==> src/rtl/fractal_sync_pkg.sv <==
// fractal_sync_pkg
//   Shared types for the fractal synchronization tree.
//   sd_e                 : side/arrival mask (bit0 = left/south, bit1 = right/north)
//   fractal_sync_entry_e : pending-table entry state
//   side_sd()            : maps a child port select (0 = LS, 1 = RN) to its mask
package fractal_sync_pkg;

  typedef enum logic [1:0] {
    SD_NONE        = 2'b00,
    SD_LEFT_SOUTH  = 2'b01,
    SD_RIGHT_NORTH = 2'b10,
    SD_BOTH        = 2'b11
  } sd_e;

  typedef enum logic [1:0] {
    ENT_FREE = 2'd0,
    ENT_WAIT = 2'd1,
    ENT_FWD  = 2'd2
  } fractal_sync_entry_e;

  function automatic sd_e side_sd(input logic rn);
    return rn ? SD_RIGHT_NORTH : SD_LEFT_SOUTH;
  endfunction

endpackage

==> src/rtl/fractal_sync_pend_table.sv <==
// fractal_sync_pend_table
//   Pending-barrier table of N_ENTRIES entries {state, id, lvl, arrived mask}.
//   Ports:
//     clk_i, rst_i         : clock, synchronous active-high reset (all entries FREE)
//     lk_id_i[N_LK]        : ids to look up (combinational)
//     lk_hit_o/idx/state/lvl/mask : first non-FREE entry whose id matches
//     free_hit_o/free_idx_o: lowest-index FREE entry
//     we_i, widx_i, w*_i   : single write port, overwrites a whole entry
module fractal_sync_pend_table
  import fractal_sync_pkg::*;
#(
  parameter int LVL_W     = 4,
  parameter int ID_W      = 4,
  parameter int N_ENTRIES = 4,
  parameter int N_LK      = 3,
  parameter int IDX_W     = (N_ENTRIES > 1) ? $clog2(N_ENTRIES) : 1
) (
  input  logic                             clk_i,
  input  logic                             rst_i,
  input  logic [N_LK-1:0][ID_W-1:0]        lk_id_i,
  output logic [N_LK-1:0]                  lk_hit_o,
  output logic [N_LK-1:0][IDX_W-1:0]       lk_idx_o,
  output fractal_sync_entry_e [N_LK-1:0]   lk_state_o,
  output logic [N_LK-1:0][LVL_W-1:0]       lk_lvl_o,
  output sd_e [N_LK-1:0]                   lk_mask_o,
  output logic                             free_hit_o,
  output logic [IDX_W-1:0]                 free_idx_o,
  input  logic                             we_i,
  input  logic [IDX_W-1:0]                 widx_i,
  input  fractal_sync_entry_e              wstate_i,
  input  logic [ID_W-1:0]                  wid_i,
  input  logic [LVL_W-1:0]                 wlvl_i,
  input  sd_e                              wmask_i
);

  fractal_sync_entry_e    r_state [N_ENTRIES];
  logic [ID_W-1:0]        r_id    [N_ENTRIES];
  logic [LVL_W-1:0]       r_lvl   [N_ENTRIES];
  sd_e                    r_mask  [N_ENTRIES];

  always_ff @(posedge clk_i) begin
    if (rst_i) begin
      for (int e = 0; e < N_ENTRIES; e++) begin
        r_state[e] <= ENT_FREE;
        r_id[e]    <= '0;
        r_lvl[e]   <= '0;
        r_mask[e]  <= SD_NONE;
      end
    end else if (we_i) begin
      r_state[widx_i] <= wstate_i;
      r_id[widx_i]    <= wid_i;
      r_lvl[widx_i]   <= wlvl_i;
      r_mask[widx_i]  <= wmask_i;
    end
  end

  // Live ids are unique (a known id never allocates a second entry),
  // so the first match is the only match.
  always_comb begin
    lk_hit_o   = '0;
    lk_idx_o   = '0;
    lk_state_o = {N_LK{ENT_FREE}};
    lk_lvl_o   = '0;
    lk_mask_o  = {N_LK{SD_NONE}};
    for (int k = 0; k < N_LK; k++) begin
      for (int e = 0; e < N_ENTRIES; e++) begin
        if (!lk_hit_o[k] && r_state[e] != ENT_FREE && r_id[e] == lk_id_i[k]) begin
          lk_hit_o[k]   = 1'b1;
          lk_idx_o[k]   = IDX_W'(e);
          lk_state_o[k] = r_state[e];
          lk_lvl_o[k]   = r_lvl[e];
          lk_mask_o[k]  = r_mask[e];
        end
      end
    end
  end

  always_comb begin
    free_hit_o = 1'b0;
    free_idx_o = '0;
    for (int e = 0; e < N_ENTRIES; e++) begin
      if (!free_hit_o && r_state[e] == ENT_FREE) begin
        free_hit_o = 1'b1;
        free_idx_o = IDX_W'(e);
      end
    end
  end

endmodule

==> src/rtl/fractal_sync_node_ctrl.sv <==
// fractal_sync_node_ctrl
//   One node of the fractal sync tree. Arbitrates LS/RN child barrier
//   requests, completes barriers locally (lvl 1) or merges them into one
//   parent request (lvl > 1), and broadcasts parent responses to both children.
//   Ports:
//     clk_i, rst_i                         : clock, synchronous active-high reset
//     ls_req_*/rn_req_*                    : child requests (valid/ready, lvl, id)
//     up_req_*                             : merged request to parent (valid/ready)
//     up_rsp_valid_i/up_rsp_id_i           : parent response, no backpressure
//     ls_rsp_*/rn_rsp_*                    : one-cycle wake pulses to the children
//     error_o                              : one-cycle protocol error pulse
module fractal_sync_node_ctrl
  import fractal_sync_pkg::*;
#(
  parameter int LVL_W     = 4,
  parameter int ID_W      = 4,
  parameter int N_ENTRIES = 4
) (
  input  logic             clk_i,
  input  logic             rst_i,
  input  logic             ls_req_valid_i,
  output logic             ls_req_ready_o,
  input  logic [LVL_W-1:0] ls_req_lvl_i,
  input  logic [ID_W-1:0]  ls_req_id_i,
  input  logic             rn_req_valid_i,
  output logic             rn_req_ready_o,
  input  logic [LVL_W-1:0] rn_req_lvl_i,
  input  logic [ID_W-1:0]  rn_req_id_i,
  output logic             up_req_valid_o,
  input  logic             up_req_ready_i,
  output logic [LVL_W-1:0] up_req_lvl_o,
  output logic [ID_W-1:0]  up_req_id_o,
  input  logic             up_rsp_valid_i,
  input  logic [ID_W-1:0]  up_rsp_id_i,
  output logic             ls_rsp_valid_o,
  output logic [ID_W-1:0]  ls_rsp_id_o,
  output logic             rn_rsp_valid_o,
  output logic [ID_W-1:0]  rn_rsp_id_o,
  output logic             error_o
);

  localparam int IDX_W  = (N_ENTRIES > 1) ? $clog2(N_ENTRIES) : 1;
  localparam int N_LK   = 3;
  localparam int LK_RSP = 2;  // lookups 0/1 are the LS/RN children

  // Table interface
  logic [N_LK-1:0][ID_W-1:0]      w_lk_id;
  logic [N_LK-1:0]                w_lk_hit;
  logic [N_LK-1:0][IDX_W-1:0]     w_lk_idx;
  fractal_sync_entry_e [N_LK-1:0] w_lk_state;
  logic [N_LK-1:0][LVL_W-1:0]     w_lk_lvl;
  sd_e [N_LK-1:0]                 w_lk_mask;
  logic                           w_free_hit;
  logic [IDX_W-1:0]               w_free_idx;
  logic                           w_we;
  logic [IDX_W-1:0]               w_widx;
  fractal_sync_entry_e            w_wstate;
  logic [ID_W-1:0]                w_wid;
  logic [LVL_W-1:0]               w_wlvl;
  sd_e                            w_wmask;

  // Per-side request view, index 0 = LS, 1 = RN
  logic [1:0]             w_req_valid;
  logic [1:0][LVL_W-1:0]  w_req_lvl;
  logic [1:0][ID_W-1:0]   w_req_id;
  logic [1:0]             w_wait_hit, w_cmpl, w_elig, w_gnt;
  logic                   w_up_free, w_sel;

  // Registered outputs / state
  logic             r_rr;        // 0 = LS wins next contention
  logic             r_up_valid;
  logic [LVL_W-1:0] r_up_lvl;
  logic [ID_W-1:0]  r_up_id;
  logic             r_dn_valid;
  logic [ID_W-1:0]  r_dn_id;
  logic             r_err;

  // Next-state from the action decode
  logic             w_dn_fire, w_up_load, w_err;
  logic [ID_W-1:0]  w_dn_id;

  assign w_req_valid = {rn_req_valid_i, ls_req_valid_i};
  assign w_req_lvl   = {rn_req_lvl_i, ls_req_lvl_i};
  assign w_req_id    = {rn_req_id_i, ls_req_id_i};
  assign w_lk_id     = {up_rsp_id_i, rn_req_id_i, ls_req_id_i};

  fractal_sync_pend_table #(
    .LVL_W(LVL_W), .ID_W(ID_W), .N_ENTRIES(N_ENTRIES), .N_LK(N_LK), .IDX_W(IDX_W)
  ) u_table (
    .clk_i      (clk_i),
    .rst_i      (rst_i),
    .lk_id_i    (w_lk_id),
    .lk_hit_o   (w_lk_hit),
    .lk_idx_o   (w_lk_idx),
    .lk_state_o (w_lk_state),
    .lk_lvl_o   (w_lk_lvl),
    .lk_mask_o  (w_lk_mask),
    .free_hit_o (w_free_hit),
    .free_idx_o (w_free_idx),
    .we_i       (w_we),
    .widx_i     (w_widx),
    .wstate_i   (w_wstate),
    .wid_i      (w_wid),
    .wlvl_i     (w_wlvl),
    .wmask_i    (w_wmask)
  );

  // Up slot can take a new merge if empty or emptying at this edge.
  assign w_up_free = !r_up_valid || up_req_ready_i;

  always_comb begin
    w_wait_hit = '0;
    w_cmpl     = '0;
    w_elig     = '0;
    for (int s = 0; s < 2; s++) begin
      w_wait_hit[s] = w_lk_hit[s] && (w_lk_state[s] == ENT_WAIT);
      // Completion needs the opposite side already waiting at the same level.
      w_cmpl[s] = w_wait_hit[s] && (w_lk_mask[s] == side_sd(s == 0))
                  && (w_lk_lvl[s] == w_req_lvl[s]) && (w_req_lvl[s] != '0);
      w_elig[s] = w_req_valid[s] && !up_rsp_valid_i
                  && (w_wait_hit[s] || w_free_hit)
                  && !(w_cmpl[s] && (w_req_lvl[s] > LVL_W'(1)) && !w_up_free);
    end
  end

  assign w_gnt[0] = w_elig[0] && (!w_elig[1] || !r_rr);
  assign w_gnt[1] = w_elig[1] && (!w_elig[0] ||  r_rr);
  assign w_sel    = w_gnt[1];

  assign ls_req_ready_o = w_gnt[0];
  assign rn_req_ready_o = w_gnt[1];

  // Parent response and child grant are mutually exclusive, so one
  // table write port and one down-response register suffice.
  always_comb begin
    w_we      = 1'b0;
    w_widx    = '0;
    w_wstate  = ENT_FREE;
    w_wid     = '0;
    w_wlvl    = '0;
    w_wmask   = SD_NONE;
    w_dn_fire = 1'b0;
    w_dn_id   = '0;
    w_up_load = 1'b0;
    w_err     = 1'b0;
    if (up_rsp_valid_i) begin
      if (w_lk_hit[LK_RSP] && w_lk_state[LK_RSP] == ENT_FWD) begin
        w_we      = 1'b1;
        w_widx    = w_lk_idx[LK_RSP];
        w_dn_fire = 1'b1;
        w_dn_id   = up_rsp_id_i;
      end else begin
        w_err = 1'b1;
      end
    end else if (|w_gnt) begin
      w_wid  = w_req_id[w_sel];
      w_wlvl = w_req_lvl[w_sel];
      if (w_req_lvl[w_sel] == '0) begin
        w_err = 1'b1;
      end else if (w_wait_hit[w_sel]) begin
        if (!w_cmpl[w_sel]) begin
          w_err = 1'b1;  // same side again or level mismatch
        end else if (w_req_lvl[w_sel] == LVL_W'(1)) begin
          w_we      = 1'b1;
          w_widx    = w_lk_idx[w_sel];
          w_dn_fire = 1'b1;
          w_dn_id   = w_req_id[w_sel];
        end else begin
          w_we      = 1'b1;
          w_widx    = w_lk_idx[w_sel];
          w_wstate  = ENT_FWD;
          w_wmask   = SD_BOTH;
          w_up_load = 1'b1;
        end
      end else if (w_lk_hit[w_sel]) begin
        w_err = 1'b1;  // id already forwarded upward
      end else begin
        w_we     = 1'b1;
        w_widx   = w_free_idx;
        w_wstate = ENT_WAIT;
        w_wmask  = side_sd(w_sel);
      end
    end
  end

  always_ff @(posedge clk_i) begin
    if (rst_i) begin
      r_rr       <= 1'b0;
      r_up_valid <= 1'b0;
      r_up_lvl   <= '0;
      r_up_id    <= '0;
      r_dn_valid <= 1'b0;
      r_dn_id    <= '0;
      r_err      <= 1'b0;
    end else begin
      if (&w_elig) r_rr <= ~r_rr;
      if (w_up_load) begin
        r_up_valid <= 1'b1;
        r_up_lvl   <= w_req_lvl[w_sel] - LVL_W'(1);
        r_up_id    <= w_req_id[w_sel];
      end else if (up_req_ready_i) begin
        r_up_valid <= 1'b0;
      end
      r_dn_valid <= w_dn_fire;
      r_dn_id    <= w_dn_id;
      r_err      <= w_err;
    end
  end

  assign up_req_valid_o = r_up_valid;
  assign up_req_lvl_o   = r_up_lvl;
  assign up_req_id_o    = r_up_id;
  assign ls_rsp_valid_o = r_dn_valid;
  assign ls_rsp_id_o    = r_dn_id;
  assign rn_rsp_valid_o = r_dn_valid;
  assign rn_rsp_id_o    = r_dn_id;
  assign error_o        = r_err;

  // Response-lookup level/mask are not needed by the control path.
  logic w_unused;
  assign w_unused = ^{w_lk_lvl[LK_RSP], w_lk_mask[LK_RSP]};

endmodule
==> config.mk <==
export PLATFORM = sky130hd
export DESIGN_NAME = fractal_sync_node_ctrl
export DESIGN_NICKNAME = d
export VERILOG_FILES = /design/src/rtl/fractal_sync_pkg.sv /design/src/rtl/fractal_sync_pend_table.sv /design/src/rtl/fractal_sync_node_ctrl.sv
export SDC_FILE = /design/constraint.sdc
export NUM_CORES = 1
export LEC_CHECK = 0
export BUFFER_PORTS_ARGS = -buffer_cell sky130_fd_sc_hd__buf_4
export CAP_MARGIN = 10
export CORE_MARGIN = 1.5
export CORE_UTILIZATION = 59
export CTS_BUF_LIST = sky130_fd_sc_hd__clkbuf_8
export DETAILED_ROUTE_END_ITERATION = 12
export PLACE_DENSITY_LB_ADDON = 0.05
export SLEW_MARGIN = 10
export SYNTH_ARGS = -nofsm -noshare
export SYNTH_HDL_FRONTEND = slang
export SYNTH_SLANG_ARGS = --single-unit
==> constraint.sdc <==
create_clock -name clk_i -period 17.55 [get_ports clk_i]
set_input_delay 3.51 -clock clk_i [delete_from_list [all_inputs] [get_ports clk_i]]
set_output_delay 3.51 -clock clk_i [all_outputs]
set_load 0.03 [all_outputs]
==> results of run 1 <==
area by class of cell:
cell class,count,area (um^2),area share [%]
clock buffer,12,165,3.04
clock inverter,4,43.8,0.805
inverter,18,67.6,1.24
multi-input combinational,393,2850,52.4
sequential,64,1760,32.4
tap,105,131,2.41
timing repair buffer,56,420,7.73
per-stage QoR:
step | area (um^2) | utilization (%) | setup WS, ns | cells
5_1_grt | 5440 | 66.6 | 7.20 | 652
3_3_place_gp | 5230 | 64.0 | 7.59 | 636
3_5_place_dp | 5230 | 64.0 | 7.49 | 636
4_1_cts | 5440 | 66.6 | 7.50 | 652
6_report | 5440 | 66.6 | 7.44 | 652
2_1_floorplan | 4940 | - | 7.41 | 516
sequential cells by signal (all words and copies together) (netlist names):
name,flops
up_req_id_o,4
up_req_lvl_o,4
error_o,1
up_req_valid_o,1
u_table.r_mask,8
u_table.r_state,8
u_table.r_id,16
ls_rsp_valid_o,1
ls_rsp_id_o,4
r_rr,1
u_table.r_lvl,16
cell families (layout without fill, tap and decap cells):
group / count (synthesis) / after routing / synth area share, %
AO/OA/AOI/OAI: 99 / 99 / 16.9
XOR/XNOR: 54 / 54 / 9.73
adder cells (fa/ha/maj): 3 / 3 / 0.761
buffers and inverters: 59 / 90 / 6.54
flip-flops: 64 / 64 / 35.7
multiplexers: 22 / 22 / 4.77
AND/OR/NAND/NOR: 215 / 215 / 25.6
worst paths after layout:
check                                      startpoint                    end  slack [ns]  cells after the start
worst max-delay path                   ls_req_id_i[2]         ls_req_ready_o        7.44                     12
worst min-delay path                  up_req_lvl_o[3]        up_req_lvl_o[3]        0.47                      2
worst max register to register  u_table.r_state[0][0]  u_table.r_state[1][1]       10.81                     16
worst min register to register        up_req_lvl_o[3]        up_req_lvl_o[3]        0.47                      2
cells in the mapped netlist (6+ instances only):
library cell / number / area share (%)
a211oi_1: 8 / 1.2
a21oi_1: 10 / 1.0
a32oi_1: 7 / 1.2
buf_2: 9 / 0.91
buf_4: 10 / 1.5
buf_6: 7 / 1.6
clkbuf_1: 14 / 1.1
dfxtp_1: 16 / 6.5
edfxtp_1: 48 / 29
inv_1: 18 / 1.4
mux2i_1: 16 / 3.2
nand2_1: 41 / 3.1
nand3_1: 15 / 1.5
nor2_1: 45 / 3.4
nor3_1: 29 / 2.9
nor3_2: 7 / 1.4
nor4_1: 17 / 2.2
nor4_2: 6 / 1.5
o21ai_0: 9 / 0.91
or2_2: 6 / 0.76
xnor2_1: 37 / 6.6
xor2_1: 16 / 2.8
report_power, final:
| part | internal (mW) | leakage (nW) | switching (mW) |
|---|---|---|---|
| combinational | 0.0358 | 1.19 | 0.0672 |
| sequential | 0.172 | 0.629 | 0.0102 |
| clock | 0.0762 | 0.114 | 0.0551 |
worst min-delay path: stages (launching register included):
cell,delay [ns]
dfxtp_1,0.31
nand2_1,0.05
o22ai_1,0.06
per-layer routing:
metal | GRT usage [%] | share of wire (%) | up-vias
met3 | 5.96 | 10 | 37
met5 | 0 | 0 | -
met2 | 54.9 | 46 | 281
li1 | - | - | 1989
met4 | 13.6 | 3.1 | 0
met1 | 45.9 | 41 | 2102
==> out/results.tsv, run 1 <==
stage	metric	value	unit
setup_path	CP arrival	6.60	ns
clock_network	postcts setup bufs	0	
floorplan	IO Count	48	
setup_path	critical path launch point type	primary input	
global_routing	vias in the first global route	4266	
placed_design	port bufs	47	
setup_path	Bufs and invs on worst path	3	
floorplan	die area	8920	um^2
final_layout	final-stage net count	571	
yosys	Post-synth ARST share	0	%
power	PD cells	76.6	nW/um^2
clock_network	CTS tree	yes	
placed_design	GP Congestion	0.945	
floorplan	initial core utilization	60.4	%
yosys	cell area after synthesis	4940	um^2
clock_network	Root Driver	clkbuf_8	
final_layout	most common cell after layout, fill and taps aside	buf_4	
floorplan	Die Wd	94.5	um
timing	Max Fclk	98.9	MHz
floorplan	DIE HEIGHT	94.5	um
routing	WL final	14.7	mm
timing	Final Hold Vio Count	0	
final_layout	n_diodes	0	
yosys	count of cell types in the netlist	87	
final_layout	fraction of layout instances using a drive strength above 1	21.9	%
setup_path	Max stage delay on crit path	0.70	ns
yosys	Syn Inst Count	516	
routing	Remaining DRCs	0	
yosys	Syn Nets	545	
timing	Worst Tran Pin Value	1.19	ns
timing	setup TNS	0	ns
yosys	Seq/Total Area, Yosys	35.7	%
routing	wire per inst	22.6	um
yosys	synth warn	0	
final_layout	P&R area growth vs syn	10.2	%
job	MaxCap Viol Count	0	
clock_network	clock transition at the registers of the reported paths	0.06	ns
timing	Final Critical Period	10.11	ns
timing	final worst-path cycle share	57.6	%
setup_path	Crit. End Element	output port	
routing	vias	4409	
final_layout	fill cell count	676	
timing	Slew headroom	20.5	%
clock_network	post_cts resized	0	
routing	First-pass DRT Iterations	5	
timing	Setup Viol. Count Final	0	
yosys	Avg Synthesized Cell Area	9.57	um^2
power	Pwr Total	417	uW
clock_network	later-pin clock latency in the skew report	0.34	ns
setup_path	CP top delay family	compound AO/OA/AOI/OAI gates	
timing	hold_ws	0.474	ns
setup_path	Cell Chain, Critical Path	buf_4, xnor2_1, o21ai_1, a2bb2oi_1, o21ai_0, a31o_1, or3_4, nor4_4, o211ai_2, inv_1, nor2_1, buf_4	
yosys	Synth Flop Type	edfxtp_1	
global_routing	largest net degree at the start of global routing	27	
setup_path	Req. time, crit path	14.04	ns
setup_path	most used cell, CP	buf_4	
timing	Max Clock Skew	0.00556	ns
power	VDD IR-drop max	0.0852	mV
global_routing	GRT Util Overall	34.2	%
setup_path	Worst Path Max Fanout	11	
setup_path	Worst path slowest cell	a2bb2oi_1	
timing	fin. max-slew vios	0	
hold_path	worst hold path type	register to register	
yosys	Post-synth EDFFs	48	
setup_path	Worst Path Class, Setup	primary input to output port	
placed_design	DP Wirelength	11.2	mm
status	outcome	finished clean	
timing	RSZ-0062 raised after global routing	false	
power	Lkg Pwr	1.93	nW
floorplan	FP Rows	33	
floorplan	core box area	8180	um^2
clock_network	CTS H-tree depth	3	
routing	vias per inst	6.76	
clock_network	clock tree buffer depth	2	
global_routing	initial antenna violation count	0	
global_routing	first-pass GRT wire length	22.7	mm
routing	post-route ant nets	0	
routing	First DRT Iteration DRCs	420	
clock_network	total CTS buffers	9	
final_layout	most frequent cells in the layout	buf_4 (56), edfxtp_1 (48), nor2_1 (45)	
global_routing	global route total overflow	0	
clock_network	hold-fix buffers at CTS	0	
yosys	Yosys reg bits	64	
clock_network	CTS Sinks	64	
Note: power is estimated with default switching activity, not from simulation.
==> run 2: changes to the inputs <==
--- a/config.mk
+++ b/config.mk
@@ -8,7 +8,7 @@
 export BUFFER_PORTS_ARGS = -buffer_cell sky130_fd_sc_hd__buf_4
 export CAP_MARGIN = 10
 export CORE_MARGIN = 1.5
-export CORE_UTILIZATION = 59
+export CORE_UTILIZATION = 56
 export CTS_BUF_LIST = sky130_fd_sc_hd__clkbuf_8
 export DETAILED_ROUTE_END_ITERATION = 12
 export PLACE_DENSITY_LB_ADDON = 0.05
==> constraint.sdc (replaced) <==
create_clock -name clk_i -period 9.3 [get_ports clk_i]
set_input_delay 1.86 -clock clk_i [delete_from_list [all_inputs] [get_ports clk_i]]
set_output_delay 1.86 -clock clk_i [all_outputs]
set_load 0.03 [all_outputs]
==> run 2 against run 1 <==
Against the previous run:
- sequential share of layout area increased by 0.18 points
- cell count rose by 0.15%
- worst setup slack lost 6.0 ns
- clock power increased by 73%
- worst hold slack improved by 0.027 ns
- via count decreased by 2.7%
- combinational power grew 83%
- utilization shrank 3.9 points
- routed wire length fell by 0.65%
- final area shrank 0.55%
- count of clock-buffer cells in the layout is 2 lower
- largest cell class unchanged
==> out/results.tsv, run 2 (synthesis results as in run 1) <==
stage	metric	value	unit	change
power	Psw	240	uW	+81%
timing	final worst-path cycle share	84.2	%	
power	clock power share	29.7	%	-1.8 points
routing	Remaining DRCs	0		unchanged
setup_path	CP arrival	7.78	ns	+1.18 ns
global_routing	GRT Util Overall	31.4	%	-2.7 points
routing	vias per inst	6.57		-2.9%
final_layout	n_diodes	0		unchanged
timing	slack of the critical path	1.47	ns	-5.97 ns
placed_design	port bufs	47		unchanged
final_layout	Finished Layout Cells	653		+0.15%
final_layout	Largest regs	u_table.r_id x16, u_table.r_lvl x16		
floorplan	IO Count	48		unchanged
final_layout	fraction of layout instances using a drive strength above 1	21.5	%	-0.47 points
power	PD cells	141	nW/um^2	+83%
timing	setup TNS	0	ns	unchanged
routing	vias	4289		-2.7%
clock_network	hold-fix buffers at CTS	0		unchanged
floorplan	DIE HEIGHT	96.9	um	+2.6%
clock_network	later-pin clock latency in the skew report	0.33	ns	about the same
final_layout	P&R area growth vs syn	9.63	%	
timing	Setup Viol. Count Final	0		unchanged
floorplan	Die Wd	96.9	um	+2.6%
timing	Final Hold Vio Count	0		unchanged
power	Comb pwr share	24.8	%	about the same
timing	fin. max-slew vios	0		unchanged
floorplan	core box area	8640	um^2	+5.6%
routing	First-pass DRT Iterations	5		unchanged
final_layout	final-stage net count	569		-0.35%
routing	post-route ant nets	0		unchanged
global_routing	initial antenna violation count	0		unchanged
final_layout	most common cell after layout, fill and taps aside	buf_4		
timing	Max Fclk	128	MHz	
clock_network	clock transition at the registers of the reported paths	0.06	ns	about the same
setup_path	Worst Path Class, Setup	primary input to register		
final_layout	most frequent cells in the layout	buf_4 (54), edfxtp_1 (48), nor2_1 (45)		
timing	RSZ-0062 raised after global routing	false		
timing	Worst Tran Pin Value	1.17	ns	-0.0127 ns
power	Lkg Pwr	1.92	nW	-0.78%
timing	Slew headroom	21.3	%	+0.85 points
placed_design	Cells after DPL	637		+0.16%
power	VDD IR-drop max	0.128	mV	+50%
hold_path	worst hold path type	register to register		
placed_design	Setup WS pre-CTS	1.24	ns	-6.25 ns
global_routing	vias in the first global route	4134		-3.1%
clock_network	CTS Sinks	64		unchanged
routing	wire per inst	22.4	um	-0.80%
clock_network	total CTS buffers	9		unchanged
clock_network	clock tree buffer depth	2		unchanged
power	Net Sw Frac	31.6	%	-0.16 points
floorplan	initial core utilization	57.2	%	-3.2 points
setup_path	critical path launch point type	primary input		
routing	WL final	14.6	mm	-0.65%
timing	hold_ws	0.501	ns	+0.0273 ns
power	sequential share of power	45.5	%	+1.7 points
timing	Final Critical Period	7.83	ns	
placed_design	DP Wirelength	11.6	mm	+3.9%
hold_path	Hold Crit Start	up_req_id_o[3]		
power	Pint	520	uW	+83%
setup_path	Req. time, crit path	9.25	ns	-4.79 ns
global_routing	first-pass GRT wire length	22.9	mm	+1.1%
setup_path	Worst Setup SP	ls_req_id_i[1]		
setup_path	Worst Path Max Fanout	14		+3
clock_network	postcts setup bufs	0		unchanged
final_layout	Util after Layout	62.7	%	-3.9 points
clock_network	post_cts resized	0		unchanged
floorplan	die area	9390	um^2	+5.2%
status	outcome	finished clean		
global_routing	global route total overflow	0		unchanged
timing	Max Clock Skew	0.00767	ns	+0.00211 ns
job	MaxCap Viol Count	0		unchanged
clock_network	Root Driver	clkbuf_8		
clock_network	CTS H-tree depth	3		unchanged
floorplan	FP Rows	34		+3.0%
setup_path	Crit. End Element	register		
placed_design	GP Congestion	0.983		+4.0%
global_routing	largest net degree at the start of global routing	27		unchanged
routing	First DRT Iteration DRCs	335		-20%
setup_path	Reg-to-Reg Start	u_table.r_id[2][1]		
clock_network	CTS tree	yes		
[run 2: changes by cell type in the layout (fill, tap and decap cells not counted)]
cell	change
clkinv_2	+1
o21ai_1	+1
inv_1	+1
buf_4	-2
clkbuf_8	-2
o21ai_0	-1
[run 2: cell type report]
cell class	count	area, um^2
inverter	18	67.6
multi-input combinational	393	2850
fill	751	3220
tap	108	135
clock inverter	6	52.6
sequential	64	1760
clock buffer	10	138
timing repair buffer	54	405
[run 2: final timing paths]
kind                                             end  slack [ns]  depth (start not counted)
worst max register to register  u_table.r_mask[1][0]        2.59                         17
worst min register to register        up_req_id_o[3]        0.50                          2
worst min-delay path                  up_req_id_o[3]        0.50                          2
worst max-delay path            u_table.r_mask[1][0]        1.47                         18
[run 2: power by group through the flow]
stage,combinational [mW],sequential (mW),clock [mW]
floorplan,0.139,0.345,0
global placement,0.183,0.350,0
detailed placement,0.185,0.351,0
CTS,0.187,0.345,0.228
global route,0.203,0.347,0.238
finish,0.189,0.346,0.226
[run 2: per-stage QoR]
stage               power (mW)  cell area (um^2)
global route             0.788              5410
floorplan                0.484              4940
global placement         0.534              5220
detailed placement       0.536              5220
finish                   0.760              5410
CTS                      0.759              5410
[run 2: worst max-delay path, stage by stage]
cell and delay [ns]:
buf_4 0.14, xnor2_1 0.14, and4_4 0.24, a2111oi_4 0.70, o311ai_0 0.30, a32oi_1 0.45
o211ai_1 0.22, or2_2 0.36, o211ai_2 0.16, buf_4 0.28, mux2i_1 0.13, buf_4 0.18
ha_1 0.28, and2_1 0.18, a2111o_1 0.54, nand2b_4 0.22, o21a_1 0.44, o21ai_1 0.94
[run 2: routing by layer]
metal / wire (um) / GRT usage, % / vias to the layer above
met5: 0 / 0 / -
met4: 493 / 14.0 / 0
met3: 1340 / 4.84 / 38
met2: 6500 / 48.0 / 233
met1: 6290 / 44.2 / 2036
li1: - / - / 1982
==> run 3: changes to the inputs <==
--- a/config.mk
+++ b/config.mk
@@ -5,10 +5,11 @@
 export SDC_FILE = /design/constraint.sdc
 export NUM_CORES = 1
 export LEC_CHECK = 0
+export ABC_AREA = 1
 export BUFFER_PORTS_ARGS = -buffer_cell sky130_fd_sc_hd__buf_4
 export CAP_MARGIN = 10
 export CORE_MARGIN = 1.5
-export CORE_UTILIZATION = 56
+export CORE_UTILIZATION = 59
 export CTS_BUF_LIST = sky130_fd_sc_hd__clkbuf_8
 export DETAILED_ROUTE_END_ITERATION = 12
 export PLACE_DENSITY_LB_ADDON = 0.05
==> constraint.sdc (replaced) <==
create_clock -name clk_i -period 7.25 [get_ports clk_i]
set_input_delay 1.45 -clock clk_i [delete_from_list [all_inputs] [get_ports clk_i]]
set_output_delay 1.45 -clock clk_i [all_outputs]
set_load 0.03 [all_outputs]
==> run 3 against run 2 <==
Against the previous run:
- largest cell class unchanged
- worst setup slack worse by 0.18 ns
- count of clock-buffer cells in the layout is 1 lower
- sequential share of layout area up 0.17 points
- die area shrank 7.4%
- largest power group unchanged
- synthesized cell count is 30% higher
==> out/results.tsv, run 3 <==
stage	metric	value	unit	change
status	outcome	finished clean		
routing	First DRT Iteration DRCs	470		+40%
setup_path	critical path launch point type	primary input		
yosys	multiplexer share of the synthesized area	0	%	-4.8 points
routing	Remaining DRCs	0		unchanged
setup_path	Crit. End Element	register		
routing	vias per inst	5.76		-12%
yosys	Seq/Total Area, Yosys	36.7	%	+1.0 points
routing	vias	4727		+10%
yosys	Syn Inst Count	672		+30%
timing	Max Fclk	168	MHz	
yosys	post-synth top area share	30.0	%	+0.81 points
placed_design	GP Congestion	1.03		+5.1%
final_layout	fill cell count	697		-7.2%
yosys	cell area after synthesis	4800	um^2	-2.7%
timing	setup TNS	0	ns	unchanged
clock_network	post_cts resized	0		unchanged
yosys	Simple-Gate Fraction of Synth Area	41.7	%	+16 points
timing	RSZ-0062 raised after global routing	false		
yosys	Compound-Gate Fraction of Synth Area	7.95	%	-9.0 points
hold_path	Hold Path Cell Cnt	2		unchanged
final_layout	final-stage net count	742		+30%
clock_network	CTS H-tree depth	3		unchanged
floorplan	Die Wd	93.2	um	-3.8%
placed_design	port bufs	47		unchanged
timing	Max Clock Skew	0.00700	ns	-0.000671 ns
clock_network	Root Driver	clkbuf_8		
yosys	area share of xor/xnor cells in the synthesized design	2.53	%	-7.2 points
yosys	cell accounting for the most synthesized area	edfxtp_1		
timing	Worst Tran Pin Value	1.05	ns	-0.125 ns
timing	Slew headroom	29.4	%	+8.1 points
setup_path	CP arrival	6.02	ns	-1.76 ns
floorplan	FP Rows	32		-5.9%
global_routing	largest net degree at the start of global routing	21		-22%
power	VDD IR-drop max	0.157	mV	+22%
setup_path	Worst Path Class, Setup	primary input to register		
yosys	top cells by count, synth	nand2_1 (164), nor2_1 (99), inv_1 (86), nand3_1 (54), edfxtp_1 (48)		
yosys	Synth Flop Type	edfxtp_1		
final_layout	Finished Layout Cells	820		+26%
global_routing	vias in the first global route	4440		+7.4%
global_routing	first-pass GRT wire length	22.9	mm	unchanged
final_layout	Util after Layout	68.9	%	+6.3 points
placed_design	Cells after DPL	804		+26%
floorplan	IO Count	48		unchanged
clock_network	total CTS buffers	9		unchanged
final_layout	n_diodes	0		unchanged
clock_network	hold-fix buffers at CTS	0		unchanged
timing	fin. max-slew vios	0		unchanged
global_routing	initial antenna violation count	0		unchanged
hold_path	worst hold path type	register to register		
timing	Final Hold Vio Count	0		unchanged
setup_path	Worst Path Max Fanout	20		+6
yosys	synth warn	0		unchanged
final_layout	Largest regs	u_table.r_id x16, u_table.r_lvl x16		
job	MaxCap Viol Count	0		unchanged
yosys	Post-synth EDFFs	48		unchanged
floorplan	DIE HEIGHT	93.2	um	-3.8%
yosys	Syn Nets	701		+29%
yosys	largest family of logic cells by synthesized area	simple AND/OR/NAND/NOR gates		
clock_network	postcts setup bufs	0		unchanged
placed_design	DP Wirelength	11.3	mm	-2.4%
final_layout	most common cell after layout, fill and taps aside	nand2_1		
timing	hold_ws	0.486	ns	-0.0150 ns
yosys	Post-synth ARST share	0	%	unchanged
routing	wire per inst	17.4	um	-22%
yosys	count of cell types in the netlist	44		-49%
timing	Setup Viol. Count Final	0		unchanged
yosys	Avg Synthesized Cell Area	7.15	um^2	-25%
setup_path	Req. time, crit path	7.30	ns	-1.95 ns
floorplan	initial core utilization	61.5	%	+4.3 points
routing	post-route ant nets	0		unchanged
clock_network	CTS tree	yes		
yosys	most frequent cell after synthesis	nand2_1		
global_routing	global route total overflow	0		unchanged
power	Lkg Pwr	2.52	nW	+31%
routing	First-pass DRT Iterations	6		+1
routing	WL final	14.2	mm	-2.6%
final_layout	fraction of layout instances using a drive strength above 1	20.8	%	-0.72 points
final_layout	most frequent cells in the layout	nand2_1 (164), nor2_1 (99), inv_1 (86)		
floorplan	core box area	7810	um^2	-9.6%
floorplan	die area	8690	um^2	-7.4%
clock_network	later-pin clock latency in the skew report	0.34	ns	about the same
global_routing	GRT Util Overall	35.2	%	+3.7 points
clock_network	CTS Sinks	64		unchanged
power	Pwr Total	977	uW	+29%
yosys	synth top area cells	edfxtp_1 (30%), nand2_1 (13%), nor2_1 (7.7%)		
timing	final worst-path cycle share	82.3	%	
clock_network	clock transition at the registers of the reported paths	0.07	ns	about the same
clock_network	clock tree buffer depth	2		unchanged
timing	Final Critical Period	5.97	ns	
power	PD cells	182	nW/um^2	+29%
yosys	Yosys reg bits	64		unchanged
setup_path	worst reg2reg path depth	23		+6
final_layout	P&R area growth vs syn	12.1	%	
yosys	Synth Area in Adders	0.782	%	+0.021 points
==> run 3: cell types whose count changed after synthesis, sizes merged, moves of 14 or more <==
cell   before  now
nor2       47  137
inv        18   98
mux2i      16    0
buf        27   13
o21ai      13   27
nor3       36    5
nor4       26    1
xnor2      37    8
nand2      41  179
nand3      16   64
==> run 3: final cells by class <==
cell class / instances / area (um^2) / share of cell area (%)
clock inverter: 7 / 96.3 / 1.79
tap: 102 / 128 / 2.37
inverter: 98 / 368 / 6.83
timing repair buffer: 48 / 360 / 6.69
sequential: 64 / 1760 / 32.7
multi-input combinational: 492 / 2540 / 47.3
clock buffer: 9 / 124 / 2.30
==> run 3: critical path: stages <==
cell,delay (ns)
buf_4,0.11
inv_2,0.11
nand2_1,0.07
nand2_1,0.10
nor2_4,0.07
nand3_2,0.20
nand3_1,0.13
nor2_2,0.35
nor2_1,0.12
a21oi_2,0.18
nand2_1,0.08
nor2_2,0.13
nand3_1,0.09
nand2_2,0.10
inv_2,0.08
nand2_2,0.35
o21ai_0,0.34
ha_1,0.35
nand3_4,0.12
nand2_4,0.08
nor2_2,0.16
nor2_2,0.09
o21ai_0,0.82
buf_4,0.31
==> run 3: logic make-up after synthesis <==
| family | after synthesis |
|---|---|
| buffers and inverters | 116 |
| AND/OR/NAND/NOR | 411 |
| flip-flops | 64 |
| AO/OA/AOI/OAI | 65 |
| XOR/XNOR | 13 |
| adder cells (fa/ha/maj) | 3 |
==> run 3: report_power, final <==
group / leakage (nW) / internal [mW] / switching (mW)
clock: 0.101 / 0.193 / 0.146
combinational: 1.79 / 0.0629 / 0.148
sequential: 0.629 / 0.413 / 0.0157
==> run 3: worst paths after layout <==
check	from	endpoint	slack [ns]
worst min register to register	r_rr	r_rr	0.49
worst max register to register	u_table.r_state[0][0]	u_table.r_state[3][0]	1.95
worst max-delay path	rn_req_id_i[3]	u_table.r_state[3][0]	1.28
worst min-delay path	r_rr	r_rr	0.49
==> run 3: metal layers <==
| layer | track usage, % | wire [um] |
|---|---|---|
| met3 | 7.97 | 1960 |
| met4 | 12.2 | 371 |
| met1 | 49.3 | 5600 |
| met5 | 0 | 0 |
| met2 | 53.6 | 6310 |
==> run 3: per-stage QoR <==
step,instance area [um^2],setup WS [ns]
detailed placement,5160,1.09
floorplan,4800,1.78
CTS,5380,1.36
global placement,5160,1.23
finish,5380,1.28
global route,5380,0.896
